===== src/rtl/mem_port_arbiter_if.sv =====
// Requester and memory-side bus for mem_port_arbiter.
// The master modport is the arbiter's view; slave is the environment (requesters + memory).
interface mem_port_arbiter_if #(
  parameter int ADDR_W = 16,
  parameter int DATA_W = 16
);
  logic              if_req_i;
  logic [ADDR_W-1:0] if_addr_i;
  logic [DATA_W-1:0] if_rdata_o;
  logic              if_done_o;

  logic              d_req_i;
  logic              d_we_i;
  logic [ADDR_W-1:0] d_addr_i;
  logic [DATA_W-1:0] d_wdata_i;
  logic [DATA_W-1:0] d_rdata_o;
  logic              d_done_o;

  logic              mem_req_o;
  logic              mem_we_o;
  logic [ADDR_W-1:0] mem_addr_o;
  logic [DATA_W-1:0] mem_wdata_o;
  logic [DATA_W-1:0] mem_rdata_i;
  logic              mem_ack_i;

  modport master (
    input  if_req_i, if_addr_i,
    input  d_req_i, d_we_i, d_addr_i, d_wdata_i,
    input  mem_rdata_i, mem_ack_i,
    output if_rdata_o, if_done_o,
    output d_rdata_o, d_done_o,
    output mem_req_o, mem_we_o, mem_addr_o, mem_wdata_o
  );

  modport slave (
    output if_req_i, if_addr_i,
    output d_req_i, d_we_i, d_addr_i, d_wdata_i,
    output mem_rdata_i, mem_ack_i,
    input  if_rdata_o, if_done_o,
    input  d_rdata_o, d_done_o,
    input  mem_req_o, mem_we_o, mem_addr_o, mem_wdata_o
  );
endinterface


===== src/rtl/mem_port_arbiter.sv =====
// Two-port (fetch/data) arbiter onto one memory port; data has fixed priority,
// every access is bounded by a wait-cycle timeout that raises a sticky error.
module mem_port_arbiter #(
  parameter int ADDR_W  = 16,
  parameter int DATA_W  = 16,
  parameter int TIMEOUT = 15
) (
  input  logic                clk_i,
  input  logic                rst_i,
  mem_port_arbiter_if.master  bus,
  output logic                busy_o,
  output logic                err_o
);

  typedef enum logic [1:0] {
    IDLE   = 2'd0,
    IF_ACC = 2'd1,
    D_ACC  = 2'd2
  } state_t;

  localparam logic [ADDR_W-1:0] ADDR_ZERO = '0;
  localparam logic [DATA_W-1:0] DATA_ZERO = '0;
  // Abort fires on the cycle whose missing ack would bring the counter to TIMEOUT.
  localparam logic [7:0]        LAST_WAIT = 8'(TIMEOUT - 1);

  state_t     state;
  logic [7:0] wait_cnt;
  logic       d_grant;
  logic       if_grant;
  logic       abort;

  // A port whose done pulse is currently out is not re-sampled that cycle.
  assign d_grant  = bus.d_req_i  && !bus.d_done_o;
  assign if_grant = bus.if_req_i && !bus.if_done_o;
  assign abort    = !bus.mem_ack_i && (wait_cnt == LAST_WAIT);

  always_ff @(posedge clk_i or negedge rst_i) begin
    if (!rst_i) begin
      state           <= IDLE;
      wait_cnt        <= '0;
      busy_o          <= 1'b0;
      err_o           <= 1'b0;
      bus.mem_req_o   <= 1'b0;
      bus.mem_we_o    <= 1'b0;
      bus.mem_addr_o  <= ADDR_ZERO;
      bus.mem_wdata_o <= DATA_ZERO;
      bus.if_rdata_o  <= DATA_ZERO;
      bus.d_rdata_o   <= DATA_ZERO;
      bus.if_done_o   <= 1'b0;
      bus.d_done_o    <= 1'b0;
    end else begin
      bus.if_done_o <= 1'b0;
      bus.d_done_o  <= 1'b0;
      case (state)
        IDLE: begin
          if (d_grant) begin
            state           <= D_ACC;
            busy_o          <= 1'b1;
            wait_cnt        <= '0;
            bus.mem_req_o   <= 1'b1;
            bus.mem_we_o    <= bus.d_we_i;
            bus.mem_addr_o  <= bus.d_addr_i;
            bus.mem_wdata_o <= bus.d_wdata_i;
          end else if (if_grant) begin
            state           <= IF_ACC;
            busy_o          <= 1'b1;
            wait_cnt        <= '0;
            bus.mem_req_o   <= 1'b1;
            bus.mem_we_o    <= 1'b0;
            bus.mem_addr_o  <= bus.if_addr_i;
            bus.mem_wdata_o <= DATA_ZERO;
          end
        end
        IF_ACC, D_ACC: begin
          if (!bus.mem_ack_i)
            wait_cnt <= wait_cnt + 8'd1;
          // Ack in the final wait cycle takes precedence over the abort.
          if (bus.mem_ack_i || abort) begin
            state         <= IDLE;
            busy_o        <= 1'b0;
            bus.mem_req_o <= 1'b0;
            if (abort)
              err_o <= 1'b1;
            if (state == IF_ACC) begin
              bus.if_done_o <= 1'b1;
              if (bus.mem_ack_i)
                bus.if_rdata_o <= bus.mem_rdata_i;
            end else begin
              bus.d_done_o <= 1'b1;
              if (bus.mem_ack_i && !bus.mem_we_o)
                bus.d_rdata_o <= bus.mem_rdata_i;
            end
          end
        end
        default: begin
          state         <= IDLE;
          busy_o        <= 1'b0;
          bus.mem_req_o <= 1'b0;
        end
      endcase
    end
  end

endmodule


===== src/flat_wrapper.sv =====
// flat-port wrapper written by rule: the top's interface ports become plain ports
module mem_port_arbiter_flat 
#(
  parameter int ADDR_W  = 16,
  parameter int DATA_W  = 16,
  parameter int TIMEOUT = 15
)
  (clk_i, rst_i, busy_o, err_o, bus_if_req_i, bus_if_addr_i, bus_d_req_i, bus_d_we_i, bus_d_addr_i, bus_d_wdata_i, bus_mem_rdata_i, bus_mem_ack_i, bus_if_rdata_o, bus_if_done_o, bus_d_rdata_o, bus_d_done_o, bus_mem_req_o, bus_mem_we_o, bus_mem_addr_o, bus_mem_wdata_o);
  mem_port_arbiter_if #(.ADDR_W(ADDR_W), .DATA_W(DATA_W)) bus_i ();
  input  logic clk_i;
  input  logic rst_i;
  output logic busy_o;
  output logic err_o;
  input wire logic [$bits(bus_i.if_req_i)-1:0] bus_if_req_i;
  input wire logic [$bits(bus_i.if_addr_i)-1:0] bus_if_addr_i;
  input wire logic [$bits(bus_i.d_req_i)-1:0] bus_d_req_i;
  input wire logic [$bits(bus_i.d_we_i)-1:0] bus_d_we_i;
  input wire logic [$bits(bus_i.d_addr_i)-1:0] bus_d_addr_i;
  input wire logic [$bits(bus_i.d_wdata_i)-1:0] bus_d_wdata_i;
  input wire logic [$bits(bus_i.mem_rdata_i)-1:0] bus_mem_rdata_i;
  input wire logic [$bits(bus_i.mem_ack_i)-1:0] bus_mem_ack_i;
  output wire logic [$bits(bus_i.if_rdata_o)-1:0] bus_if_rdata_o;
  output wire logic [$bits(bus_i.if_done_o)-1:0] bus_if_done_o;
  output wire logic [$bits(bus_i.d_rdata_o)-1:0] bus_d_rdata_o;
  output wire logic [$bits(bus_i.d_done_o)-1:0] bus_d_done_o;
  output wire logic [$bits(bus_i.mem_req_o)-1:0] bus_mem_req_o;
  output wire logic [$bits(bus_i.mem_we_o)-1:0] bus_mem_we_o;
  output wire logic [$bits(bus_i.mem_addr_o)-1:0] bus_mem_addr_o;
  output wire logic [$bits(bus_i.mem_wdata_o)-1:0] bus_mem_wdata_o;
  assign bus_i.if_req_i = bus_if_req_i;
  assign bus_i.if_addr_i = bus_if_addr_i;
  assign bus_i.d_req_i = bus_d_req_i;
  assign bus_i.d_we_i = bus_d_we_i;
  assign bus_i.d_addr_i = bus_d_addr_i;
  assign bus_i.d_wdata_i = bus_d_wdata_i;
  assign bus_i.mem_rdata_i = bus_mem_rdata_i;
  assign bus_i.mem_ack_i = bus_mem_ack_i;
  assign bus_if_rdata_o = bus_i.if_rdata_o;
  assign bus_if_done_o = bus_i.if_done_o;
  assign bus_d_rdata_o = bus_i.d_rdata_o;
  assign bus_d_done_o = bus_i.d_done_o;
  assign bus_mem_req_o = bus_i.mem_req_o;
  assign bus_mem_we_o = bus_i.mem_we_o;
  assign bus_mem_addr_o = bus_i.mem_addr_o;
  assign bus_mem_wdata_o = bus_i.mem_wdata_o;
  mem_port_arbiter #(.ADDR_W(ADDR_W), .DATA_W(DATA_W), .TIMEOUT(TIMEOUT)) u_core (.clk_i(clk_i), .rst_i(rst_i), .bus(bus_i), .busy_o(busy_o), .err_o(err_o));
endmodule

===== config.mk =====
export PLATFORM = sky130hd
export DESIGN_NAME = mem_port_arbiter_flat
export DESIGN_NICKNAME = d
export VERILOG_FILES = /design/src/rtl/mem_port_arbiter_if.sv /design/src/rtl/mem_port_arbiter.sv /design/src/flat_wrapper.sv
export SDC_FILE = /design/constraint.sdc
export NUM_CORES = 1
export LEC_CHECK = 0
export CAP_MARGIN = 25
export CORE_ASPECT_RATIO = 0.75
export CORE_MARGIN = 2
export CORE_UTILIZATION = 58
export DETAILED_ROUTE_END_ITERATION = 16
export DONT_BUFFER_PORTS = 1
export PLACE_DENSITY = 0.74
export SYNTH_ARGS = -nofsm -noshare
export SYNTH_HDL_FRONTEND = slang
export SYNTH_SLANG_ARGS = --single-unit

===== constraint.sdc =====
create_clock -name clk_i -period 3.5 [get_ports clk_i]
set_clock_uncertainty 0.1 [all_clocks]
set_input_delay 0.525 -clock clk_i [delete_from_list [all_inputs] [get_ports clk_i]]
set_output_delay 0.525 -clock clk_i [all_outputs]
set_load 0.01 [all_outputs]

* Word-level counts from Yosys, hierarchy flattened
Cells that the tools add are included.
** Operators by class
- Multiply operators :: 0
- Divide/modulo/power cells :: 0
- Reduce and logical (&&, ||, !) cells :: 19
- Add/sub/neg operators :: 1
- Bitwise gates (word level) :: 1
- Mux-type cells :: 24
- Order comparisons :: 0
- Shifts and indexed selects :: 0
- Equal/unequal tests :: 6
** Operators with widths (count)
- 16-bit 2-to-1 mux :: 4
- 8-bit 2-to-1 mux :: 3
- 8-bit case mux with 2 select lines :: 1
- 1-bit 2-to-1 mux :: 11
- 8-bit by 1-bit adder with 8-bit output (second input constant) :: 1
- 8-bit by 4-bit == test with 1-bit output (second input constant) :: 1
- 4-bit AND reduction :: 2
- 2-bit 2-to-1 mux :: 3
- 3-bit AND reduction :: 2
- 1-bit logical AND :: 4
- 1-bit zero test :: 4
- 2-bit case mux with 2 select lines :: 1
- 2-bit AND reduction :: 2
- 2-bit nonzero test :: 2
- 3-bit by 1-bit != test with 1-bit output (second input constant) :: 1
- 2-bit by 1-bit == test with 1-bit output (second input constant) :: 1
- 2-bit == test (second input constant) :: 1
- 2-bit zero test :: 1
- 2-bit by 1-bit != test with 1-bit output (second input constant) :: 1
- 2-bit != test (second input constant) :: 1
- 1-bit case mux with 2 select lines :: 1
- 2-bit OR reduction :: 1
- 1-bit logical OR :: 1
- 1-bit NOT :: 1
** Word-level totals
- Output and inout port bits :: 70
- Bits in read-only memories :: 0
- Memories kept :: 0
- Logic and storage cells :: 62
- Input bits :: 70
- Memory bits (writable) :: 0
- Bits in latches :: 0
- Register bits after elaboration :: 79

* Depth between registers and ports, before layout
Gate-level depths: netlist of the first run.
- Word-level depth :: 5
- Gate-level depth with buffers :: 7
- Depth with buffers taken out :: 6

* Least setup slack after synthesis of the first run
Ideal clock, no wire load.
- Path type :: reg-to-reg
- Start point :: reg u_core.state[1]
- End point :: reg u_core.wait_cnt[7]
- Path buffers :: 0
- Setup slack :: 1676 ps
- Required time :: 3322 ps
- Arrival :: 1646 ps
- Period minus slack after synthesis :: 1824 ps
- Cell stages (with the launch flop) :: 7
- Setup time :: 78 ps
- Cell sequence :: dfrtp_1 > inv_1 > ha_1 > and2b_1 > o32ai_2 > or4_1 > a21oi_1
** On the way
- Word-level cells in the longest chain between the ends :: 4
- Elaborated cells between the ends (all ways) :: 9
- Classes of those cells :: eq/ne (4); mux (1); reduce/logical (4)
** RTL lines
- start, declared :: RTL line mem_port_arbiter.sv:26 : state_t state;
- start signal, assigned :: RTL line mem_port_arbiter.sv:39 : state <= IDLE;
- start signal, assigned :: RTL line mem_port_arbiter.sv:57 : state <= D_ACC;
- start signal, assigned :: RTL line mem_port_arbiter.sv:65 : state <= IF_ACC;
- 2-bit == test or 2-bit by 1-bit == test with 1-bit output (tied branches) :: RTL line mem_port_arbiter.sv:54 : case (state)
- 2-bit OR reduction :: RTL line mem_port_arbiter.sv:54
- 2-bit != test (no source line) or 2-bit nonzero test (tied branches)
- 3-bit AND reduction (no source line)
- end signal, assigned :: RTL line mem_port_arbiter.sv:76 : wait_cnt <= wait_cnt + 8'd1;
- end, declared :: RTL line mem_port_arbiter.sv:27 : logic [7:0] wait_cnt;
Several ways; a longest one is shown, not always the timed one.
A chain may end at the register's enable or synchronous reset.

* Worst setup path in the final report of the first run
- Start point :: reg u_core.state[1]
- End point :: reg u_core.bus.if_rdata_o[0]
** On the way
- Word-level cells in the longest chain between the ends :: 3
- Elaborated cells between the ends (all ways) :: 4
- Classes of those cells :: eq/ne (2); reduce/logical (2)
** RTL lines
- 2-bit == test or 2-bit by 1-bit == test with 1-bit output (tied branches) :: RTL line mem_port_arbiter.sv:54, mem_port_arbiter.sv:84
- 2-bit OR reduction :: RTL line mem_port_arbiter.sv:54
- 4-bit AND reduction (no source line) *
- end signal, assigned :: RTL line mem_port_arbiter.sv:87 : bus.if_rdata_o <= bus.mem_rdata_i;
- end, declared :: RTL line mem_port_arbiter_if.sv:30 : output if_rdata_o, if_done_o,
Mark *: on every way between the ends. The rest lies on a longest branch, timed or not.

==> results of run 1 <==
stage by stage:
step | hold WS [ns] | setup WS [ns] | instances | util, % | cell area [µm²]
after floorplan | 0.129 | 1.68 | 253 | - | 3250
after global placement | 0.131 | 1.41 | 318 | 61.6 | 3320
after detailed placement | 0.131 | 1.34 | 318 | 61.6 | 3320
after CTS | 0.185 | 1.33 | 336 | 65.5 | 3530
after global routing | 0.183 | 1.16 | 336 | 65.5 | 3530
final | 0.196 | 1.33 | 336 | 65.5 | 3530
Yosys cell counts:
cell	n	area, µm²
nor3b_1	1	7.51
nor4_1	1	6.26
nand3_1	2	10.0
and2b_1	1	7.51
a21oi_1	6	30.0
nand2_1	22	82.6
o32ai_1	1	8.76
dfrtp_1	79	1980
ha_1	5	62.6
nand2b_1	2	12.5
a2bb2oi_1	1	8.76
or3_1	4	25.0
a22o_1	17	149
nor2b_1	2	12.5
or4_1	2	15.0
inv_1	6	22.5
mux2i_1	16	160
a21o_1	1	7.51
clkbuf_1	5	18.8
and3_1	1	6.26
nor2_2	1	6.26
nand3b_1	1	7.51
o21ai_1	1	5.00
nor2_1	5	18.8
o31ai_1	3	22.5
nand4_1	1	6.26
and2_1	1	6.26
o32ai_2	1	16.3
o21ai_0	22	110
buf_4	1	7.51
nor2b_2	1	8.76
o2bb2ai_1	2	17.5
mux2_2	32	360
buf_2	6	30.0
path summary, 6_finish.rpt:
check / start / endpoint / slack [ns] / depth (start not counted)
min in group asynchronous: rst_i / u_core.wait_cnt[2]$_DFFE_PN0P_ / 0.65 / 2
setup / recovery: u_core.state[1]$_DFFE_PN0P_ / u_core.bus.if_rdata_o[0]$_DFFE_PN0P_ / 1.33 / 4
hold / removal: bus_d_we_i / u_core.bus.mem_we_o$_DFFE_PN0P_ / 0.20 / 1
setup reg to reg: u_core.state[1]$_DFFE_PN0P_ / u_core.bus.if_rdata_o[0]$_DFFE_PN0P_ / 1.33 / 4
max in group asynchronous: rst_i / u_core.bus.if_rdata_o[0]$_DFFE_PN0P_ / 2.36 / 2
hold reg to reg: u_core.state[1]$_DFFE_PN0P_ / u_core.state[1]$_DFFE_PN0P_ / 0.43 / 1
repair_timing:
action                                 in CTS  in global routing
setup buffers                               0                  0
endpoints found under the hold margin      79                  0
hold buffers                                2                  0
layer usage:
metal / routed length [µm] / global-route usage (%) / vias up
li1: - / - / 914
met1: 2780 / 29.0 / 954
met2: 2970 / 32.3 / 88
met3: 647 / 10.3 / 10
met4: 99 / 8.08 / 0
met5: 0 / 0 / -
cell type report:
cell class	count	area, µm²	share of cell area [%]
sequential	79	1980	56.0
multi-input combinational	156	1210	34.3
clock buffer	11	141	4.01
tap	75	93.8	2.66
timing repair buffer	4	52.6	1.49
clock inverter	5	31.3	0.887
inverter	6	22.5	0.639
critical path, delay by kind of cell (launching register included):
| kind | cells | cell delay, ns |
|---|---|---|
| muxes | 1 | 0.52 |
| buffers and inverters | 1 | 0.08 |
| and+or+nand+nor | 1 | 0.60 |
| adders and majority gates | 1 | 0.38 |
| DFF | 1 | 0.38 |
registers in the layout (all words and copies together), names as in the netlist:
signal                  cells
u_core.wait_cnt             8
u_core.bus.if_rdata_o      16
u_core.bus.d_rdata_o       16
u_core.bus.mem_wdata_o     16
u_core.bus.mem_we_o         1
u_core.bus.mem_req_o        1
u_core.state                2
u_core.bus.if_done_o        1
u_core.bus.mem_addr_o      16
u_core.bus.d_done_o         1
u_core.err_o                1
logic make-up after synthesis:
family	count (synthesis)
adder cells (fa/ha/maj)	5
buffers and inverters	18
AO/OA/AOI/OAI	55
AND/OR/NAND/NOR	48
multiplexers	48
flip-flops	79
power by group:
part	internal (mW)	switching (mW)	total [mW]	leakage, nW
Clock	0.276	0.325	0.601	0.0895
Sequential	1.31	0.468	1.78	0.989
Combinational	0.419	0.461	0.880	0.550
==> results.md, run 1 <==
* PortBufs at 0
* Htree depth at 3
* Max-cap violations at 0
* RSZ-0062 raised after global routing: no
* Flops & latches, synth at 79
* Minimum clock period at around 2.2 ns
* CP max stage delay at ~0.6 ns
* Mux cell area share after synthesis at between 10% and 20%
* Commonest non-fill, non-tap cell in the layout: dfrtp_1
* Synth Instances at ~250
* Max-slew violations at 0
* Slew headroom at 43.1%
* WP data required at around 3.6 ns
* DIE AREA at roughly 6200 µm²
* Seq/Total Area, Yosys at between 60% and 70%
* Vias per cell at around 5.9
* DRC at 0
* I/O pins at 140
* Share of cells above drive strength 1 at between 20% and 30%
* Vias post-DR at ~2000
* GRT overflow at 0
* Measured slew at the worst slew-check pin at ~0.85 ns
* DR pass1 iterations at 4
* Starting density of the core at between 60% and 70%
* Wire length per cell at about 19 µm
* Pwr dens at 924 nW/µm²
* Final setup fails at 0
* Ys Warns at 0
* Critical-path cell list: inv_1 > ha_1 > nand3_1 > mux2_2
* Routed Antenna Nets at 0
* CTS tree: built
* Placer Congestion at 0.806
* Die Ht at 68.9 µm
* Final hold viol count at 0
* CTS Sinks at 79
* Largest family of logic cells by synthesized area: multiplexers
* Max frequency at ~0.46 GHz
* Synth Area in Adders at 1.92%
* Worst VDD drop at about 450 µV
* Synth Area in Simple Gates at under 10%
* First-pass GRT wire length at approximately 10 mm
* Std cell rows at 23
* Syn nets at 328
* CORE AREA at roughly 5400 µm²
* Fill count at approximately 430
* Compound-Gate Fraction of Synth Area at 11.5%
* Leakage Power at 1.63 nW
* CTS buffer count at 9
* Startpoint types: flop
* Post-CTS sizing at 0
* Peak fanout along the critical path at 16
* Clock Latency Late Sink at between 0.3 and 0.4 ns
* Nets@finish at between 300 and 400
* Clk pin slew, worst setup/hold paths at about 0.080 ns
* Setup_tns at 0 ns
* Starting DRT DRC Count at roughly 110
* Slowest CP cell: nand3_1
* Netlist Area Pre-Place at between 3000 and 4000 µm²
* Total power at about 3.3 mW
* Xor and xnor area share after synthesis at 0%
* Die W at between 90 and 100 µm
* Synth unique cells at 34
* Setup Crit Path Kind: reg -> reg
* Hold Crit Class: in -> reg
* Area Growth Syn to Fin at 8.42%
* Clk root buf: clkbuf_8
* Bufs on Longest Clock Path at 2
* Antenna Diode Count at 0
* Detail Placement HPWL at approximately 4.6 mm
* GRT Total Usage at between 20% and 30%
* Critical Path End Type: flop
* Initial antenna violation count at 0
* Largest net degree at the start of global routing at 80
* Total wire length at between 6 and 7 mm
* Synthesized area per cell at around 13 µm²
* Commonest non-fill, non-tap cells in the layout: dfrtp_1 (79), mux2_2 (32), nand2_1 (22), o21ai_0 (22), a22o_1 (17)
* Status: completed
* Data arrival time of the critical path at 2.30 ns
* Tcrit/Tclk final at between 60 and 70%
* Vias in the first global route at 1954
(Power assumes the default switching activity.)
==> inputs of run 2 (changes only) <==
- CORE_UTILIZATION: 58 -> 56
- clock period: 3.5 -> 1.8 ns (I/O delays scaled with it)
==> run 2 against run 1 <==
  * The flow now finishes with violations (hold timing, setup timing)
  * Utilization grew 7.3 points
  * Combinational power rose to 2.7 times the previous value
  * Maximum frequency increased by 20%
  * Sequential share of layout area shrank 8.5 points
  * Non-clock buffer count up 53
  * Largest cell class unchanged
  * Highest routed layer unchanged
==> results.md, run 2 (same netlist as run 1, synthesis figures left out) <==
* PortBufs at 0 (unchanged)
* Total wire length at 7.30 mm (+13%)
* Critical Path Stages at 7 (+3)
* Hold Crit Class: in -> async
* Setup_tns at -0.00504 ns (-0.00504 ns)
* Wire length per cell at 18.7 µm (-3.3%)
* Vias in the first global route at 2315 (+18%)
* Worst VDD drop at 994 µV (+120%)
* Max-slew violations at 0 (unchanged)
* Reg2Reg Setup Slack at -0.005 ns (-1.34 ns)
* Final setup fails at 1 (+1)
* GRT overflow at 0 (unchanged)
* Nets@finish at 384 (+16%)
* Max-cap violations at 0 (unchanged)
* DR pass1 iterations at 4 (unchanged)
* Tcrit/Tclk final at 100% (+38 points)
* Data arrival time of the critical path at 1.99 ns (-0.31 ns)
* CTS Sinks at 79 (unchanged)
* Sequential group share of total power at 47.8% (-6.8 points)
* Starting DRT DRC Count at 83 (-25%)
* Placer Congestion at 0.803 (-0.32%)
* Clock power share at 19.3% (+0.9 points)
* Minimum clock period at 1.81 ns (-0.365 ns)
* WP data required at 1.98 ns (-1.65 ns)
* Clk pin slew, worst setup/hold paths at 0.08 ns (about the same)
* CP delay by family, top: simple AND/OR/NAND/NOR gates
* Starting density of the core at 57.0% (-3.4 points)
* Sw power at 2.61 mW (+110%)
* Critical Path End Type: flop
* Vias post-DR at 2231 (+13%)
* CORE AREA at 5710 µm² (+6.0%)
* Critical path origin: u_core.state[0]$_DFFE_PN0P_
* Routed Antenna Nets at 0 (unchanged)
* RSZ-0062 raised after global routing: yes
* Htree depth at 3 (unchanged)
* Comb pwr share at 32.8% (+5.8 points)
* Std cell rows at 24 (+4.3%)
* Reg-to-reg endpoint: u_core.wait_cnt[2]$_DFFE_PN0P_
* Initial antenna violation count at 0 (unchanged)
* Peak fanout along the critical path at 7 (-9)
* Antenna Diode Count at 0 (unchanged)
* Placed Cells at 334 (+5.0%)
* Max frequency at 0.554 GHz (+20%)
* Layout Cells excl Fill at 391 (+16%)
* Post-route setup slack at -0.00504 ns (-1.34 ns)
* Detail Placement HPWL at 4.51 mm (-2.9%)
* Fin Hold WS at -0.496 ns (-0.692 ns)
* Vias per cell at 5.71 (-2.5%)
* WP buf/inv at 2 (+1)
* Critical-path cell list: inv_2 > ha_4 > and2b_2 > o32ai_4 > buf_6 > or3_4 > a21oi_2
* Final hold viol count at 79 (+79)
* Startpoint types: flop
* Commonest non-fill, non-tap cells in the layout: dfrtp_1 (79), dlygate4sd3_1 (34), mux2_2 (29)
* Sw Ratio at 36.2% (-2.3 points)
* Die Ht at 70.0 µm (+1.7%)
* I/O pins at 140 (unchanged)
* Worst reg2reg path depth at 7 (+3)
* CTS tree: built
* Slowest CP cell: dfrtp_1
* Cell Int Power at 4.60 mW (+130%)
* Die W at 92.0 µm (+1.7%)
* Commonest non-fill, non-tap cell in the layout: dfrtp_1
* Measured slew at the worst slew-check pin at 0.461 ns (-0.390 ns)
* Clk root buf: clkbuf_8
* Leakage Power at 1.91 nW (+17%)
* Largest net degree at the start of global routing at 80 (unchanged)
* DRC at 0 (unchanged)
* CTS buffer count at 9 (unchanged)
* First-pass GRT wire length at 11.6 mm (+13%)
* Post-CTS Hold Fix Bufs at 34 (+32)
* Slew headroom at 69.2% (+26 points)
* CP max stage delay at 0.37 ns (-0.23 ns)
* Critical R2R Launch: u_core.state[0]$_DFFE_PN0P_
* Pwr dens at 1730 nW/µm² (+88%)
* Area Growth Syn to Fin at 27.8%
* Setup Crit Path Kind: reg -> reg
* Status: complete, but fails checks
* Share of cells above drive strength 1 at 28.1% (+7.4 points)
* Failing checks: hold timing, setup timing
* Bufs on Longest Clock Path at 2 (unchanged)
* CP endpoint: u_core.wait_cnt[2]$_DFFE_PN0P_
* Clock Latency Late Sink at 0.35 ns (about the same)
* Final Core Density at 72.9% (+7.3 points)
* GRT Total Usage at 23.9% (+1.9 points)
* DIE AREA at 6440 µm² (+3.4%)
run 2: timing repair:
action | 4_1_cts | 5_1_grt
endpoints found under the hold margin | 129 | 79
gates resized for setup | 5 | 15
setup buffers | 3 | 5
pin swaps | 5 | 5
gates cloned | 0 | 0
setup endpoints to repair | 4 | 6
run 2: how the worst min path moves through the flow:
stage	startpoint	slack, ns	endpoint	cells past startpoint
global route	rst_i	-0.53	u_core.bus.mem_wdata_o[9]$_DFFE_PN0P_	0
global placement	rst_i	-0.12	u_core.state[0]$_DFFE_PN0P_	0
finish	rst_i	-0.50	u_core.bus.mem_wdata_o[9]$_DFFE_PN0P_	0
detailed placement	rst_i	-0.12	u_core.state[1]$_DFFE_PN0P_	0
floorplan	rst_i	-0.13	u_core.bus.d_done_o$_DFF_PN0_	0
CTS	rst_i	-0.52	u_core.bus.mem_wdata_o[9]$_DFFE_PN0P_	0
run 2: power groups by stage:
stage / clock, mW / combinational [mW] / sequential [mW]
floorplan: 0 / 1.46 / 3.30
global placement: 0 / 1.89 / 3.45
detailed placement: 0 / 1.99 / 3.47
CTS: 1.43 / 2.18 / 3.44
global route: 1.52 / 2.59 / 3.54
finish: 1.39 / 2.37 / 3.45
run 2: per-layer routing:
layer	track usage [%]	vias up	wire length, µm
met5	0	-	0
met4	8.96	0	108
met3	8.95	10	558
met2	38.2	98	3600
met1	30.0	1104	3040
li1	-	1019	-
run 2: final cells by class:
type,instances,area [µm²]
multi-input combinational,156,1290
tap,78,97.6
clock buffer,9,124
sequential,79,1980
timing repair buffer,57,558
clock inverter,6,86.3
fill,389,1550
inverter,6,22.5
run 2: metrics by stage:
stage	setup WS (ns)	hold WS (ns)	instance area, µm²	total power [mW]
after floorplan	0.0312	-0.126	3270	4.76
after global placement	0.0265	-0.124	3470	5.35
after detailed placement	-0.0368	-0.124	3470	5.46
after CTS	0.00284	-0.517	4060	7.05
after global routing	-0.0775	-0.526	4160	7.65
final	-0.00504	-0.496	4160	7.21
==> inputs of run 3 (changes only) <==
- SETUP_SLACK_MARGIN: default -> 0.05
==> run 3 against run 2 <==
  * The run still ends with hold timing, setup timing left
  * Highest routed layer unchanged
  * Sequential cell count unchanged
  * Largest cell class unchanged
  * Cell count down 0.77%
  * Critical endpoint is now u_core.wait_cnt[4]$_DFFE_PN0P_
  * Critical path depth unchanged
==> results.md, run 3 (same netlist as run 1, synthesis figures left out) <==
* Status: complete, but fails checks
* Failing checks: hold timing, setup timing
* Register area at 1980 µm² (unchanged)
* Total wire length at 7.31 mm (about the same)
* Bufs on Longest Clock Path at 2 (unchanged)
* Critical-path cell list: inv_2 > ha_4 > and2b_2 > o32ai_4 > buf_6 > or3_1 > a21oi_2
* Routed Antenna Nets at 0 (unchanged)
* Pre-CTS setup slack at -0.0570 ns (-0.0202 ns)
* GRT overflow at 0 (unchanged)
* Starting density of the core at 57.0% (unchanged)
* Comb pwr share at 32.3% (-0.5 points)
* Max-cap violations at 0 (unchanged)
* Met3 GRT Util at 9.82% (+0.86 points)
* Most used routing layer: met2
* Area Growth Syn to Fin at 27.6%
* Minimum clock period at 1.81 ns (+0.00271 ns)
* Commonest non-fill, non-tap cell in the layout: dfrtp_1
* Critical Path End Type: flop
* Detail Placement HPWL at 4.55 mm (+0.94%)
* WP data required at 1.97 ns (about the same)
* Final hold viol count at 79 (unchanged)
* CTS Sinks at 79 (unchanged)
* Max frequency at 0.553 GHz (-0.15%)
* DP Area at 3460 µm² (-0.29%)
* Post-route setup slack at -0.00775 ns (-0.00271 ns)
* Data arrival time of the critical path at 1.98 ns (about the same)
* CORE AREA at 5710 µm² (unchanged)
* Starting DRT DRC Count at 98 (+18%)
* RSZ-0062 raised after global routing: yes
* WP buf/inv at 2 (unchanged)
* Met1 Use GR at 28.7% (-1.3 points)
* Fill count at 377 (-3.1%)
* Post-CTS Hold Fix Bufs at 34 (unchanged)
* Area of the multi-input gates at 1280 µm² (-1.2%)
* Final Core Density at 72.8% (-0.11 points)
* Antenna Diode Count at 0 (unchanged)
* Largest net degree at the start of global routing at 80 (unchanged)
* Initial antenna violation count at 0 (unchanged)
* Reg2Reg Setup Slack at -0.008 ns (about the same)
* Final instance area at 4150 µm² (-0.15%)
* Final setup fails at 2 (+1)
* Placer Congestion at 0.835 (+4.0%)
* Vias post-DR at 2217 (-0.63%)
* PortBufs at 0 (unchanged)
* Clock Latency Late Sink at 0.34 ns (about the same)
* Critical R2R Launch: u_core.state[1]$_DFFE_PN0P_
* Sw Ratio at 36.1% (about the same)
* Hold Crit Class: in -> async
* Placed Cells at 331 (-0.90%)
* Clock power share at 20.0% (+0.7 points)
* CP delay by family, top: simple AND/OR/NAND/NOR gates
* DRC at 0 (unchanged)
* Setup_tns at -0.00974 ns (-0.00469 ns)
* Clk pin slew, worst setup/hold paths at 0.08 ns (about the same)
* Met2 GRT Util at 36.3% (-2.0 points)
* Die W at 92.0 µm (unchanged)
* Startpoint types: flop
* Tcrit/Tclk final at 100% (+0.15 points)
* Sw power at 2.61 mW (+0.17%)
* CTS tree: built
* Slowest CP cell: dfrtp_1
* Pwr dens at 1740 nW/µm² (+0.42%)
* I/O pins at 140 (unchanged)
* Worst VDD drop at 848 µV (-15%)
* First-pass GRT wire length at 11.3 mm (-3.0%)
* Peak fanout along the critical path at 8 (+1)
* Layout Cells excl Fill at 388 (-0.77%)
* DIE AREA at 6440 µm² (unchanged)
* DR pass1 iterations at 4 (unchanged)
* Measured slew at the worst slew-check pin at 0.509 ns (+0.0484 ns)
* Leakage Power at 1.90 nW (-0.84%)
* Vias per cell at 5.71 (+0.14%)
* Max-slew violations at 0 (unchanged)
* Htree depth at 3 (unchanged)
* GRT Total Usage at 22.7% (-1.2 points)
* Fin Hold WS at -0.485 ns (+0.0113 ns)
* Wire length per cell at 18.8 µm (+0.80%)
* CTS buffer count at 9 (unchanged)
* Slew headroom at 65.9% (-3.2 points)
* Die Ht at 70.0 µm (unchanged)
* Sequential group share of total power at 47.7% (about the same)
* Share of cells above drive strength 1 at 27.1% (-1.0 points)
* Commonest non-fill, non-tap cells in the layout: dfrtp_1 (79), dlygate4sd3_1 (34), mux2_2 (32)
* CP max stage delay at 0.36 ns (about the same)
* Cell Int Power at 4.62 mW (+0.32%)
* Std cell rows at 24 (unchanged)
* Critical path origin: u_core.state[1]$_DFFE_PN0P_
* Vias in the first global route at 2225 (-3.9%)
* Setup Crit Path Kind: reg -> reg
* Total power at 7.23 mW (+0.27%)
* Clk root buf: clkbuf_8
* Nets@finish at 380 (-1.0%)
==> run 3: per-layer routing <==
layer  up-vias  part of all wire (%)
met4         0                   1.3
met3        10                   8.1
met5         -                     0
li1       1012                     -
met2        97                    51
met1      1098                    40
==> run 3: final cells by class <==
cell class,instances,share of cell area [%]
Multi-Input combinational cell,156,30.8
Timing Repair Buffer,53,13.4
Tap cell,78,2.35
Sequential cell,79,47.6
Clock inverter,5,1.96
Inverter,6,0.542
Clock buffer,11,3.41
==> run 3: power by group through the flow <==
stage	clock (mW)	sequential, mW	combinational (mW)
final	1.45	3.45	2.33
after global routing	1.56	3.55	2.56
after CTS	1.48	3.45	2.16
after detailed placement	0	3.49	1.97
after global placement	0	3.47	1.86
after floorplan	0	3.30	1.46
==> run 3: worst paths after layout <==
path	endpoint	cells after the start
max in group asynchronous	u_core.bus.mem_wdata_o[15]$_DFFE_PN0P_	0
worst min-delay path	u_core.bus.mem_wdata_o[2]$_DFFE_PN0P_	0
worst max register to register	u_core.wait_cnt[4]$_DFFE_PN0P_	7
worst max-delay path	u_core.wait_cnt[4]$_DFFE_PN0P_	7
min in group clk_i	u_core.bus.mem_addr_o[9]$_DFFE_PN0P_	2
worst min register to register	u_core.err_o$_DFFE_PN0P_	1
==> run 3: what timing repair did <==
item / 4_1_cts / 5_1_grt
gates cloned: 0 / 1
endpoints found under the setup margin: 5 / 26
setup buffers: 2 / 4
hold endpoints to repair: 129 / 79
pin swaps: 6 / 6
gates resized for setup: 6 / 11
==> run 3: worst reg2reg max path, delay by kind of cell, from the launching register on <==
family	cells	cell delay (ns)
flip-flops	1	0.36
buffers and inverters	2	0.21
AO/OA/AOI/OAI	2	0.27
adder cells (fa/ha/maj)	1	0.28
AND/OR/NAND/NOR	2	0.52
